[src/rtl/key_expansion.sv]
// key_expansion: AES-128 key schedule producing round keys 0..10 one per acknowledged cycle.
// Ports:
//   clk        rising-edge clock for all state
//   reset      synchronous active-high reset
//   start      begin expansion of key (taken only while ready)
//   key        128-bit cipher key, w0 in [127:96]
//   sboxw      RotWord(w3) sent to the external SubWord S-box
//   new_sboxw  SubWord(sboxw) returned combinationally
//   round_key  current round key, same word order as key
//   round_idx  index 0..10 of round_key
//   key_valid  round_key/round_idx valid
//   key_ack    consumer takes the current round key
//   ready      idle, start accepted
//   done       one-cycle pulse after round key 10 is taken
module key_expansion (
    input  logic         clk,
    input  logic         reset,
    input  logic         start,
    input  logic [127:0] key,
    output logic [31:0]  sboxw,
    input  logic [31:0]  new_sboxw,
    output logic [127:0] round_key,
    output logic [3:0]   round_idx,
    output logic         key_valid,
    input  logic         key_ack,
    output logic         ready,
    output logic         done
);
    typedef enum logic {IDLE, EXPAND} state_t;
    state_t       r_state, w_state_nxt;
    logic [127:0] r_key, w_key_nxt;
    logic [3:0]   r_idx, w_idx_nxt;
    logic         r_done, w_done_nxt;
    logic         w_ack, w_last;
    logic [7:0]   w_rcon;
    logic [31:0]  w_w0, w_w1, w_w2, w_w3;
    always_comb begin
        w_ack  = (r_state == EXPAND) && key_ack;
        w_last = (r_idx == 4'd10);
        // rcon belongs to the round being produced, i.e. r_idx + 1
        w_rcon = (r_idx == 4'd0) ? 8'h01 :
                 (r_idx == 4'd1) ? 8'h02 :
                 (r_idx == 4'd2) ? 8'h04 :
                 (r_idx == 4'd3) ? 8'h08 :
                 (r_idx == 4'd4) ? 8'h10 :
                 (r_idx == 4'd5) ? 8'h20 :
                 (r_idx == 4'd6) ? 8'h40 :
                 (r_idx == 4'd7) ? 8'h80 :
                 (r_idx == 4'd8) ? 8'h1b :
                 (r_idx == 4'd9) ? 8'h36 : 8'h00;
        w_w0 = r_key[127:96] ^ new_sboxw ^ {w_rcon, 24'h0};
        w_w1 = r_key[95:64] ^ w_w0;
        w_w2 = r_key[63:32] ^ w_w1;
        w_w3 = r_key[31:0]  ^ w_w2;
        w_state_nxt = r_state;
        w_key_nxt   = r_key;
        w_idx_nxt   = r_idx;
        w_done_nxt  = 1'b0;
        if (r_state == IDLE && start) begin
            w_state_nxt = EXPAND;
            w_key_nxt   = key;
            w_idx_nxt   = 4'd0;
        end else if (w_ack && w_last) begin
            // key and index stay on round 10 after the final handshake
            w_state_nxt = IDLE;
            w_done_nxt  = 1'b1;
        end else if (w_ack) begin
            w_key_nxt = {w_w0, w_w1, w_w2, w_w3};
            w_idx_nxt = r_idx + 4'd1;
        end
    end
    always_ff @(posedge clk) begin
        if (reset) begin
            r_state <= IDLE;
            r_key   <= '0;
            r_idx   <= '0;
            r_done  <= 1'b0;
        end else begin
            r_state <= w_state_nxt;
            r_key   <= w_key_nxt;
            r_idx   <= w_idx_nxt;
            r_done  <= w_done_nxt;
        end
    end
    assign sboxw     = {r_key[23:0], r_key[31:24]};
    assign round_key = r_key;
    assign round_idx = r_idx;
    assign key_valid = (r_state == EXPAND);
    assign ready     = (r_state == IDLE);
    assign done      = r_done;
endmodule

[config.mk]
export PLATFORM = sky130hd
export DESIGN_NAME = key_expansion
export DESIGN_NICKNAME = d
export VERILOG_FILES = /design/src/rtl/key_expansion.sv
export SDC_FILE = /design/constraint.sdc
export NUM_CORES = 1
export LEC_CHECK = 0
export CELL_PAD_IN_SITES_DETAIL_PLACEMENT = 2
export CELL_PAD_IN_SITES_GLOBAL_PLACEMENT = 2
export CORE_UTILIZATION = 23
export DETAILED_ROUTE_END_ITERATION = 16
export GPL_TIMING_DRIVEN = 0
export PLACE_DENSITY_LB_ADDON = 0.1
export SLEW_MARGIN = 10
export SYNTH_ARGS = -nofsm -noshare
export SYNTH_HDL_FRONTEND = slang
export SYNTH_SLANG_ARGS = --single-unit
[constraint.sdc]
create_clock -name clk -period 2.6 [get_ports clk]
set_input_delay 0.52 -clock clk [delete_from_list [all_inputs] [get_ports clk]]
set_output_delay 0.52 -clock clk [all_outputs]
set_load 0.02 [all_outputs]
==> metrics.md, run 1 <==
| Metric | Value |
|---|---|
| Status | `finished, final reports clean` |
| Avg WL per Cell | `between 20 and 25 um` |
| Pre-antenna DRT Iters | `4` |
| Rel. slew slack | `0.462` |
| Via/cell ratio | `just under 5` |
| Most area-consuming cells after synthesis | `dfxtp_1 (37%), xnor2_1 (12%), a221oi_1 (6.1%)` |
| Multi-input logic area | `just over 4000 um2` |
| Post-Route M1 WL | `about 16,000 um` |
| DRC viols | `0` |
| Nets | `around 1,400` |
| RR Startpoint | `round_idx[1]` |
| Unrepaired setup endpoints after global routing | `true` |
| Design area | `11,800 um2` |
| Max frequency | `~410 MHz` |
| I/O Pins | `between 300 and 400` |
| Layout cells sized above 1 | `0.0941` |
| CTS root buf | `clkbuf_16` |
| Crit Path Class | `reg2reg` |
| Reg area | `between 2000 and 3000 um2` |
| Largest net degree at the start of global routing | `17` |
| Dpl ws | `-0.700 ns` |
| CTS H-tree depth | `4` |
| Tcrit/Tclk final | `0.945` |
| Num CTS Buffers | `17` |
| GPL Wtd Cong | `0.777` |
| Die height | `about 180 um` |
| Sequential share of the synthesized area | `0.368` |
| CP required | `2.94 ns` |
| Async set-reset flop share out of synthesis | `0` |
| Met2 Wirelength | `17,700 um` |
| Fill count | `3,510` |
| Syn avg cell area | `~8.2 um2` |
| Number of port buffers | `about 330` |
| Post-synth top area share | `0.368` |
| GRT Residual Overflow | `0` |
| Post-synth top area cell | `dfxtp_1` |
| Max Clock Skew | `approximately 0.012 ns` |
| Final wirelength | `36,800 um` |
| Initial antenna violation count | `3` |
| Critical Path Fanout Max | `6` |
| Clk buf depth | `2` |
| Final Max Slew Viols | `0` |
| Antenna Nets Post-Route | `0` |
| CTS tree | `yes` |
| Die X | `~180 um` |
| Net Count, Synth | `approximately 1,100` |
| Synthesis-to-finish area growth | `62.1%` |
| Global-route wire length before repair | `approximately 55,000 um` |
| HP Start | `round_key[93]` |
| Tmin final | `roughly 2.5 ns` |
| DP HPWL | `between 20,000 and 30,000 um` |
| Final core utilization | `0.382` |
| # Max-Cap Violations | `0` |
| Tot GR Track Use | `0.228` |
| Initial Util | `0.236` |
| Yosys reg bits | `134` |
| Worst IR drop on VDD | `approximately 0.38 mV` |
| Setup ws final | `about 0.14 ns` |
| Row count | `64` |
| Met3 WL post-DR | `approximately 2100 um` |
| Distinct cells, synth | `43` |
| Hold/Removal Path Class | `reg2reg` |
| Clock Pin Slew Worst Setup and Hold Paths | `~0.070 ns` |
| R2r setup slk | `0.14 ns` |
| Pleak | `between 4 and 5 nW` |
| Vias in the first global route | `between 8,000 and 9,000` |
| Mapped cell area | `between 7000 and 8000 um2` |
| CP startpoint | `round_idx[1]` |
| Least-Margin Pin Slew | `approximately 0.81 ns` |
| CP Capture Type | `flop` |
| Post-DP Area | `around 11,000 um2` |
| DR iter-0 viols | `roughly 330` |
| Die area | `32,400 um2` |
| Mapped Cells | `approximately 890` |
| Core Region | `slightly above 30,000 um2` |
| Synth warn | `0` |
| Detailed-route via count | `between 8,000 and 9,000` |
| Later-pin clock latency in the skew report | `~0.43 ns` |
| Synth Flop Type | `dfxtp_1` |
| CP startpoint kind | `flop` |
| Final Hold Viols | `0` |
| CTS sink cnt | `134` |
| Worst EP arrival | `approximately 2.8 ns` |
| Power per cell area | `around 610 nW/um2` |
| Top layer in use | `met4` |
| EDFF count, synth | `0` |
| Setup Viol. Count Final | `0` |
-- state kept, by name (all words and copies together), names as in the netlist --
name	cells
key_valid	1
round_key	128
round_idx	4
done	1
-- final cells by class --
class | instances | share of cell area
Antenna cell | 3 | 0.000635
Buffer | 98 | 0.0488
Clock buffer | 19 | 0.0366
Clock inverter | 13 | 0.0126
Inverter | 5 | 0.00159
Multi-Input combinational cell | 655 | 0.351
Sequential cell | 134 | 0.227
Tap cell | 396 | 0.0419
Timing Repair Buffer | 330 | 0.279
-- path summary, 6_finish.rpt --
check                       end  cells after the start
hold / removal    round_key[93]                      2
setup / recovery  round_key[26]                      8
hold reg to reg   round_key[93]                      2
setup reg to reg  round_key[26]                      8
-- cell families after synthesis --
group           count (synthesis)  share of synthesized area
buf+inv                       103                     0.0719
simple gates                  289                      0.183
fa+ha+maj                       4                    0.00686
xor+xnor                      107                      0.130
mux                             6                    0.00858
flops                         134                      0.368
compound gates                249                      0.231
-- per-stage QoR --
step           std cells  hold WS [ns]  power [mW]  setup TNS (ns)
5_1_grt             1651         0.536        7.54          -0.207
3_3_place_gp        1617         0.491        4.67          -52.69
2_1_floorplan        892         0.560        3.61               0
6_report            1653         0.508        7.19               0
4_1_cts             1649         0.508        7.28               0
3_5_place_dp        1617         0.497        4.71          -58.56
-- routing by layer --
| metal | up-vias | track usage |
|---|---|---|
| met5 | - | 0 |
| met4 | 0 | 0.0626 |
| met3 | 31 | 0.0562 |
| met2 | 236 | 0.395 |
| met1 | 3989 | 0.279 |
| li1 | 3862 | - |
-- cells in the mapped netlist (2+ instances only) --
cell	count
a31oi_1	17
nor3_1	7
nand2_1	83
a2bb2oi_1	4
inv_1	5
nand3b_1	2
or3_1	27
xnor2_1	96
a221oi_1	51
or2_2	3
ha_1	4
nor3b_1	24
mux2i_1	4
o21ai_0	81
nor2_1	114
xor2_1	10
mux2_2	2
a311oi_2	2
a22oi_1	26
nand3_1	12
and2_1	2
nand2b_1	5
a21o_1	2
buf_2	7
clkbuf_1	56
nor2b_1	5
a311oi_1	25
dfxtp_1	134
buf_4	32
a21oi_1	36
o221ai_1	2
-- power breakdown --
group          switching [mW]  leakage, nW  internal, mW  total [mW]
Clock                    1.08        0.275          1.43        2.51
Combinational            1.14         2.73          1.10        2.24
Sequential              0.213         1.11          2.23        2.44
Total                    2.43         4.11          4.76        7.19
-- critical path, stage by stage, from the launching register on --
cell,delay [ns]
dfxtp_2,0.39
inv_1,0.09
ha_2,0.22
or3b_1,0.37
a211oi_2,0.29
xnor3_2,0.35
xnor2_1,0.17
or2_2,0.30
a311oi_2,0.18
-- timing repair --
item,CTS,global route
hold buffers,0,0
endpoints found under the hold margin,0,0
buffers inserted,0,1
gates resized for setup,34,23
setup endpoints to repair,122,79
pin swaps,1,2
-- cells in the final DEF, fill, tap and decap left out, types with 6 or more instances in the layout --
cell / instances
nor3_1: 7
a221oi_1: 46
xnor2_1: 95
clkbuf_16: 17
dfxtp_1: 132
xor2_1: 10
nand2_1: 83
a221oi_2: 6
a311oi_1: 25
a31oi_1: 17
or3_1: 27
a21oi_1: 36
nor3b_1: 24
nand3_1: 11
nor2_1: 114
a22oi_1: 26
clkbuf_1: 34
clkdlybuf4s50_1: 329
buf_4: 35
clkbuf_2: 20
o21ai_0: 81
Power figures use the tool's default switching activity.
==> run 2: changes to the inputs <==
--- a/constraint.sdc
+++ b/constraint.sdc
@@ -3,2 +3,2 @@
 set_output_delay 0.52 -clock clk [all_outputs]
-set_load 0.02 [all_outputs]
+set_load 0.05 [all_outputs]
==> run 2 against run 1 <==
Effect of this change: via count is 0.95% higher; count of clock-buffer cells in the layout fell by 1; register-to-register slack worse by 0.05 ns; sequential share of layout area shrank 0.17 points; highest routed layer is now met5.
==> metrics.md, run 2 (synthesis gave the netlist of run 1 again) <==
| Metric | Value |
|---|---|
| Status | `finished, final reports clean` |
| Design Power | `8.03 mW` |
| Die area | `32,400 um2` |
| Max frequency | `399 MHz` |
| # Max-Cap Violations | `0` |
| Hold buffers post-CTS | `0` |
| Cell Chain, Critical Path | `inv_1 > ha_1 > or3b_1 > a211oi_2 > xnor3_1 > xnor2_1 > or2_2 > a311oi_2` |
| DP HPWL | `around 28,000 um` |
| Final core utilization | `0.385` |
| Setup Viol. Count Final | `0` |
| CP required | `between 2 and 3 ns` |
| Crit Reg-Reg Endpoint | `round_key[26]` |
| Least-Margin Pin Slew | `0.890 ns` |
| DR iter-0 viols | `~270` |
| CTS sink cnt | `134` |
| Layout cells sized above 1 | `0.0942` |
| Pleak | `roughly 4.2 nW` |
| CP peak stage delay | `approximately 0.39 ns` |
| Worst path bufs/invs | `1` |
| Tot GR Track Use | `0.228` |
| Hold/Removal Path Class | `reg2reg` |
| RR Startpoint | `round_idx[1]` |
| GPL Wtd Cong | `between 0.7 and 0.8` |
| GRT Residual Overflow | `0` |
| Unrepaired setup endpoints after global routing | `true` |
| Tmin final | `roughly 2.5 ns` |
| Most common cell after layout, fill and taps aside | `clkdlybuf4s50_1` |
| Pre-antenna DRT Iters | `4` |
| Post-DP Area | `~11,000 um2` |
| Max reg flops | `roughly 130` |
| Die height | `approximately 180 um` |
| Tcrit/Tclk final | `0.965` |
| Max Clock Skew | `around 0.015 ns` |
| Crit Path Class | `reg2reg` |
| Worst Hold Path EP | `round_key[68]` |
| CTS root buf | `clkbuf_16` |
| I/O Pins | `around 330` |
| Synthesis-to-finish area growth | `63.3%` |
| Antenna Nets Post-Route | `0` |
| DRC viols | `0` |
| Clk buf depth | `2` |
| Initial antenna violation count | `5` |
| Number of port buffers | `around 330` |
| Crit path max-delay cell type | `or3b_1` |
| CTS H-tree depth | `4` |
| Critical Path Fanout Max | `6` |
| Nets | `between 1,000 and 1,500` |
| Core Region | `between 30,000 and 40,000 um2` |
| Final Hold Viols | `0` |
| Rel. slew slack | `0.406` |
| Largest delay share family, worst path | `simple AND/OR/NAND/NOR gates` |
| Design area | `approximately 12,000 um2` |
| Avg WL per Cell | `22.5 um` |
| Largest net degree at the start of global routing | `17` |
| Num CTS Buffers | `17` |
| CTS tree | `yes` |
| Reg2Reg Depth | `8` |
| Die X | `about 180 um` |
| R2r setup slk | `between 0.09 and 0.1 ns` |
| Final Max Slew Viols | `0` |
| Global-route wire length before repair | `roughly 55,000 um` |
| Clock Pin Slew Worst Setup and Hold Paths | `0.07 ns` |
| Final wirelength | `37,100 um` |
| Power per cell area | `~670 nW/um2` |
| Via/cell ratio | `4.96` |
| Worst EP arrival | `between 2 and 3 ns` |
| Initial Util | `0.236` |
| Final hold slack | `between 0.5 and 0.6 ns` |
| CP startpoint kind | `flop` |
| Later-pin clock latency in the skew report | `approximately 0.43 ns` |
| HP Start | `round_key[68]` |
| Detailed-route via count | `8,195` |
| CP Capture Type | `flop` |
| Vias in the first global route | `between 8,000 and 9,000` |
| Worst IR drop on VDD | `between 0.3 and 0.4 mV` |
| Row count | `64` |
| WHS Path Cells | `2` |
| Most frequent cells in the layout | `clkdlybuf4s50_1 (329), dfxtp_1 (132), nor2_1 (113)` |
-- run 2: cell count changes in the layout (fill, tap and decap cells not counted), sizes merged --
cell,previous run,this run
clkinv,4,5
inv,9,5
bufinv,2,6
diode,3,5
clkbuf,75,73
clkinvlp,3,1
buf,43,44
-- run 2: final cells by class --
| class | instances | area [um2] |
|---|---|---|
| clock inverter | 12 | 228 |
| antenna | 5 | 12.5 |
| inverter | 5 | 18.8 |
| buffer | 98 | 592 |
| fill | 3506 | 19000 |
| multi-input combinational | 655 | 4140 |
| clock buffer | 18 | 439 |
| sequential | 134 | 2690 |
| timing repair buffer | 330 | 3300 |
| tap | 396 | 495 |
-- run 2: worst register-to-register path, cell delays in order (launching register included) --
cell	delay, ns
dfxtp_2	0.38
inv_1	0.08
ha_1	0.26
or3b_1	0.39
a211oi_2	0.28
xnor3_1	0.34
xnor2_1	0.19
or2_2	0.32
a311oi_2	0.19
-- run 2: worst max path at each step --
stage                       startpoint             to  slack, ns  cells past startpoint
after floorplan           round_idx[0]  round_key[32]       0.08                     11
after global placement         key_ack  round_key[46]      -0.65                      9
after detailed placement       key_ack  round_key[92]      -0.71                      8
after CTS                 round_idx[0]  round_key[51]      0.002                      9
after global routing      round_idx[1]  round_key[26]      -0.05                      8
final                     round_idx[1]  round_key[26]       0.09                      8
-- run 2: through the flow --
stage,setup WS [ns],setup TNS [ns],cells
6_report,0.0909,0,1653
3_5_place_dp,-0.706,-61.08,1617
3_3_place_gp,-0.648,-54.63,1617
5_1_grt,-0.0507,-0.114,1650
2_1_floorplan,0.0848,0,892
4_1_cts,0.00233,0,1647
-- run 2: repair_timing --
item | in CTS | in global routing
setup buffers | 0 | 1
gates cloned | 0 | 0
gates resized for setup | 30 | 38
pin swaps | 0 | 2
setup endpoints to repair | 123 | 107
-- run 2: power breakdown --
group,internal [mW],switching (mW)
registers,2.23,0.211
logic,1.10,1.66
clock network,1.82,1.01
total,5.15,2.88
-- run 2: per-layer routing --
metal,vias up,track usage,share of wire
met2,251,0.396,0.49
met3,35,0.0501,0.061
met1,4030,0.283,0.43
li1,3877,-,-
met4,2,0.0646,0.016
met5,-,0,0.00035
==> run 3: changes to the inputs <==
--- a/config.mk
+++ b/config.mk
@@ -12,2 +12,3 @@
 export GPL_TIMING_DRIVEN = 0
+export HOLD_SLACK_MARGIN = 0.05
 export PLACE_DENSITY_LB_ADDON = 0.1
--- a/constraint.sdc
+++ b/constraint.sdc
@@ -3,2 +3,2 @@
 set_output_delay 0.52 -clock clk [all_outputs]
-set_load 0.05 [all_outputs]
+set_load 0.1 [all_outputs]
==> run 3 against run 2 <==
Effect of this change: sequential power hardly changed; clock skew is 0.0027 ns lower; non-clock buffer count is 1 lower; flip-flop and latch count stayed put; register-to-register slack better by 0.06 ns; count of clock-buffer cells in the layout is 1 higher; worst setup slack worse by 0.063 ns; worst hold slack worse by 0.0026 ns.
==> metrics.md, run 3 (synthesis gave the netlist of run 1 again) <==
| Metric | Value |
|---|---|
| Die X | `180 um` |
| Worst EP arrival | `~2 ns` |
| DR iter-0 viols | `around 330` |
| Cell Chain, Critical Path | `clkdlybuf4s50_1` |
| Final core utilization | `0.384` |
| Final hold slack | `0.508 ns` |
| Worst IR drop on VDD | `approximately 0.39 mV` |
| CP peak stage delay | `1.18 ns` |
| Critical Path Fanout Max | `4` |
| Setup Viol. Count Final | `0` |
| CP required | `around 2.1 ns` |
| Pleak | `roughly 4.5 nW` |
| I/O Pins | `about 330` |
| Synthesis-to-finish area growth | `63.0%` |
| Detailed-route via count | `between 8,000 and 9,000` |
| # Max-Cap Violations | `0` |
| Hold/Removal Path Class | `reg2reg` |
| CTS root buf | `clkbuf_16` |
| Final wirelength | `roughly 37,000 um` |
| CTS sink cnt | `~130` |
| Least-Margin Pin Slew | `roughly 1.1 ns` |
| Initial antenna violation count | `7` |
| Fin Setup TNS | `0 ns` |
| CP Capture Type | `primary output` |
| Die area | `32,400 um2` |
| Design Power | `slightly below 9 mW` |
| Dpl cells | `approximately 1,600` |
| Layout cells sized above 1 | `0.0950` |
| Hold buffers post-CTS | `0` |
| Row count | `64` |
| Vias in the first global route | `approximately 8,800` |
| Nets | `1,408` |
| GPL Wtd Cong | `0.771` |
| Tot GR Track Use | `0.228` |
| Largest net degree at the start of global routing | `17` |
| CTS tree | `yes` |
| Antenna Nets Post-Route | `0` |
| Most frequent cells in the layout | `clkdlybuf4s50_1 (289), dfxtp_1 (131), nor2_1 (114)` |
| Number of port buffers | `about 330` |
| Clk buf depth | `2` |
| Status | `finished, final reports clean` |
| Avg WL per Cell | `roughly 22 um` |
| Via/cell ratio | `roughly 4.9` |
| Worst path bufs/invs | `1` |
| Max reg flops | `roughly 130` |
| Final Max Slew Viols | `0` |
| Final Hold Viols | `0` |
| Tmin final | `2.57 ns` |
| Power per cell area | `about 730 nW/um2` |
| Pre-antenna DRT Iters | `4` |
| Crit path max-delay cell type | `clkdlybuf4s50_1` |
| GRT Residual Overflow | `0` |
| DP HPWL | `roughly 28,000 um` |
| Max frequency | `~390 MHz` |
| Later-pin clock latency in the skew report | `0.43 ns` |
| Die height | `~180 um` |
| Global-route wire length before repair | `approximately 55,000 um` |
| Max Clock Skew | `0.0120 ns` |
| CP startpoint kind | `flop` |
| Layout Cells excl Fill | `between 1,500 and 2,000` |
| Rel. slew slack | `0.294` |
| Crit Path Class | `reg2out` |
| Setup Buffers After CTS | `0` |
| Most common cell after layout, fill and taps aside | `clkdlybuf4s50_1` |
| Initial Util | `0.236` |
| Num CTS Buffers | `17` |
| Largest delay share family, worst path | `buffers and inverters` |
| Tcrit/Tclk final | `0.989` |
| Clock Pin Slew Worst Setup and Hold Paths | `approximately 0.07 ns` |
| CTS H-tree depth | `4` |
| DRC viols | `0` |
| Core Region | `30,900 um2` |
## run 3: changes by cell type in the layout (fill, tap and decap cells not counted), moves of 2 or more
| cell | change |
|---|---|
| clkinv_2 | +2 |
| a221oi_1 | +3 |
| buf_4 | -2 |
| dlymetal6s2s_1 | +18 |
| bufinv_16 | -2 |
| dlygate4sd2_1 | +22 |
| a221oi_2 | -3 |
| clkinv_4 | -2 |
| clkdlybuf4s50_1 | -40 |
## run 3: final timing paths
| kind | slack, ns | cells after the start | startpoint | end |
|---|---|---|---|---|
| max | 0.03 | 1 | round_key[8] | round_key[8] |
| max reg2reg | 0.15 | 8 | round_idx[0] | round_key[27] |
| min | 0.51 | 2 | round_key[67] | round_key[67] |
| min reg2reg | 0.51 | 2 | round_key[67] | round_key[67] |
## run 3: final cells by class
class	instances	area (um2)
timing repair buffer	329	3310
sequential	134	2690
antenna	6	15.0
tap	396	495
inverter	5	18.8
clock inverter	12	176
buffer	98	587
fill	3523	19000
multi-input combinational	655	4140
clock buffer	19	453
## run 3: what timing repair did
action / in CTS / in global routing
hold endpoints to repair: 0 / 0
setup endpoints to repair: 127 / 115
resized for setup: 48 / 60
pin swaps: 0 / 2
## run 3: through the flow
stage	setup slack [ns]	cell area, um2
after floorplan	0.0228	7300
after global placement	-0.652	11100
after detailed placement	-0.704	11100
after CTS	0.000558	11700
after global routing	-0.0198	11900
final	0.0283	11900
## run 3: power by group
part / switching [mW] / leakage, nW / internal (mW) / total (mW)
combinational: 2.50 / 3.08 / 1.07 / 3.57
sequential: 0.211 / 1.11 / 2.23 / 2.44
clock: 1.05 / 0.305 / 1.65 / 2.70
total: 3.76 / 4.49 / 4.95 / 8.71
## run 3: metal layers
metal	part of all wire	GRT usage	vias to the layer above	wire (um)
li1	-	-	3852	-
met1	0.44	0.284	3989	16400
met2	0.48	0.391	249	17800
met3	0.058	0.0509	35	2130
met4	0.019	0.0653	0	689
met5	0	0	-	0
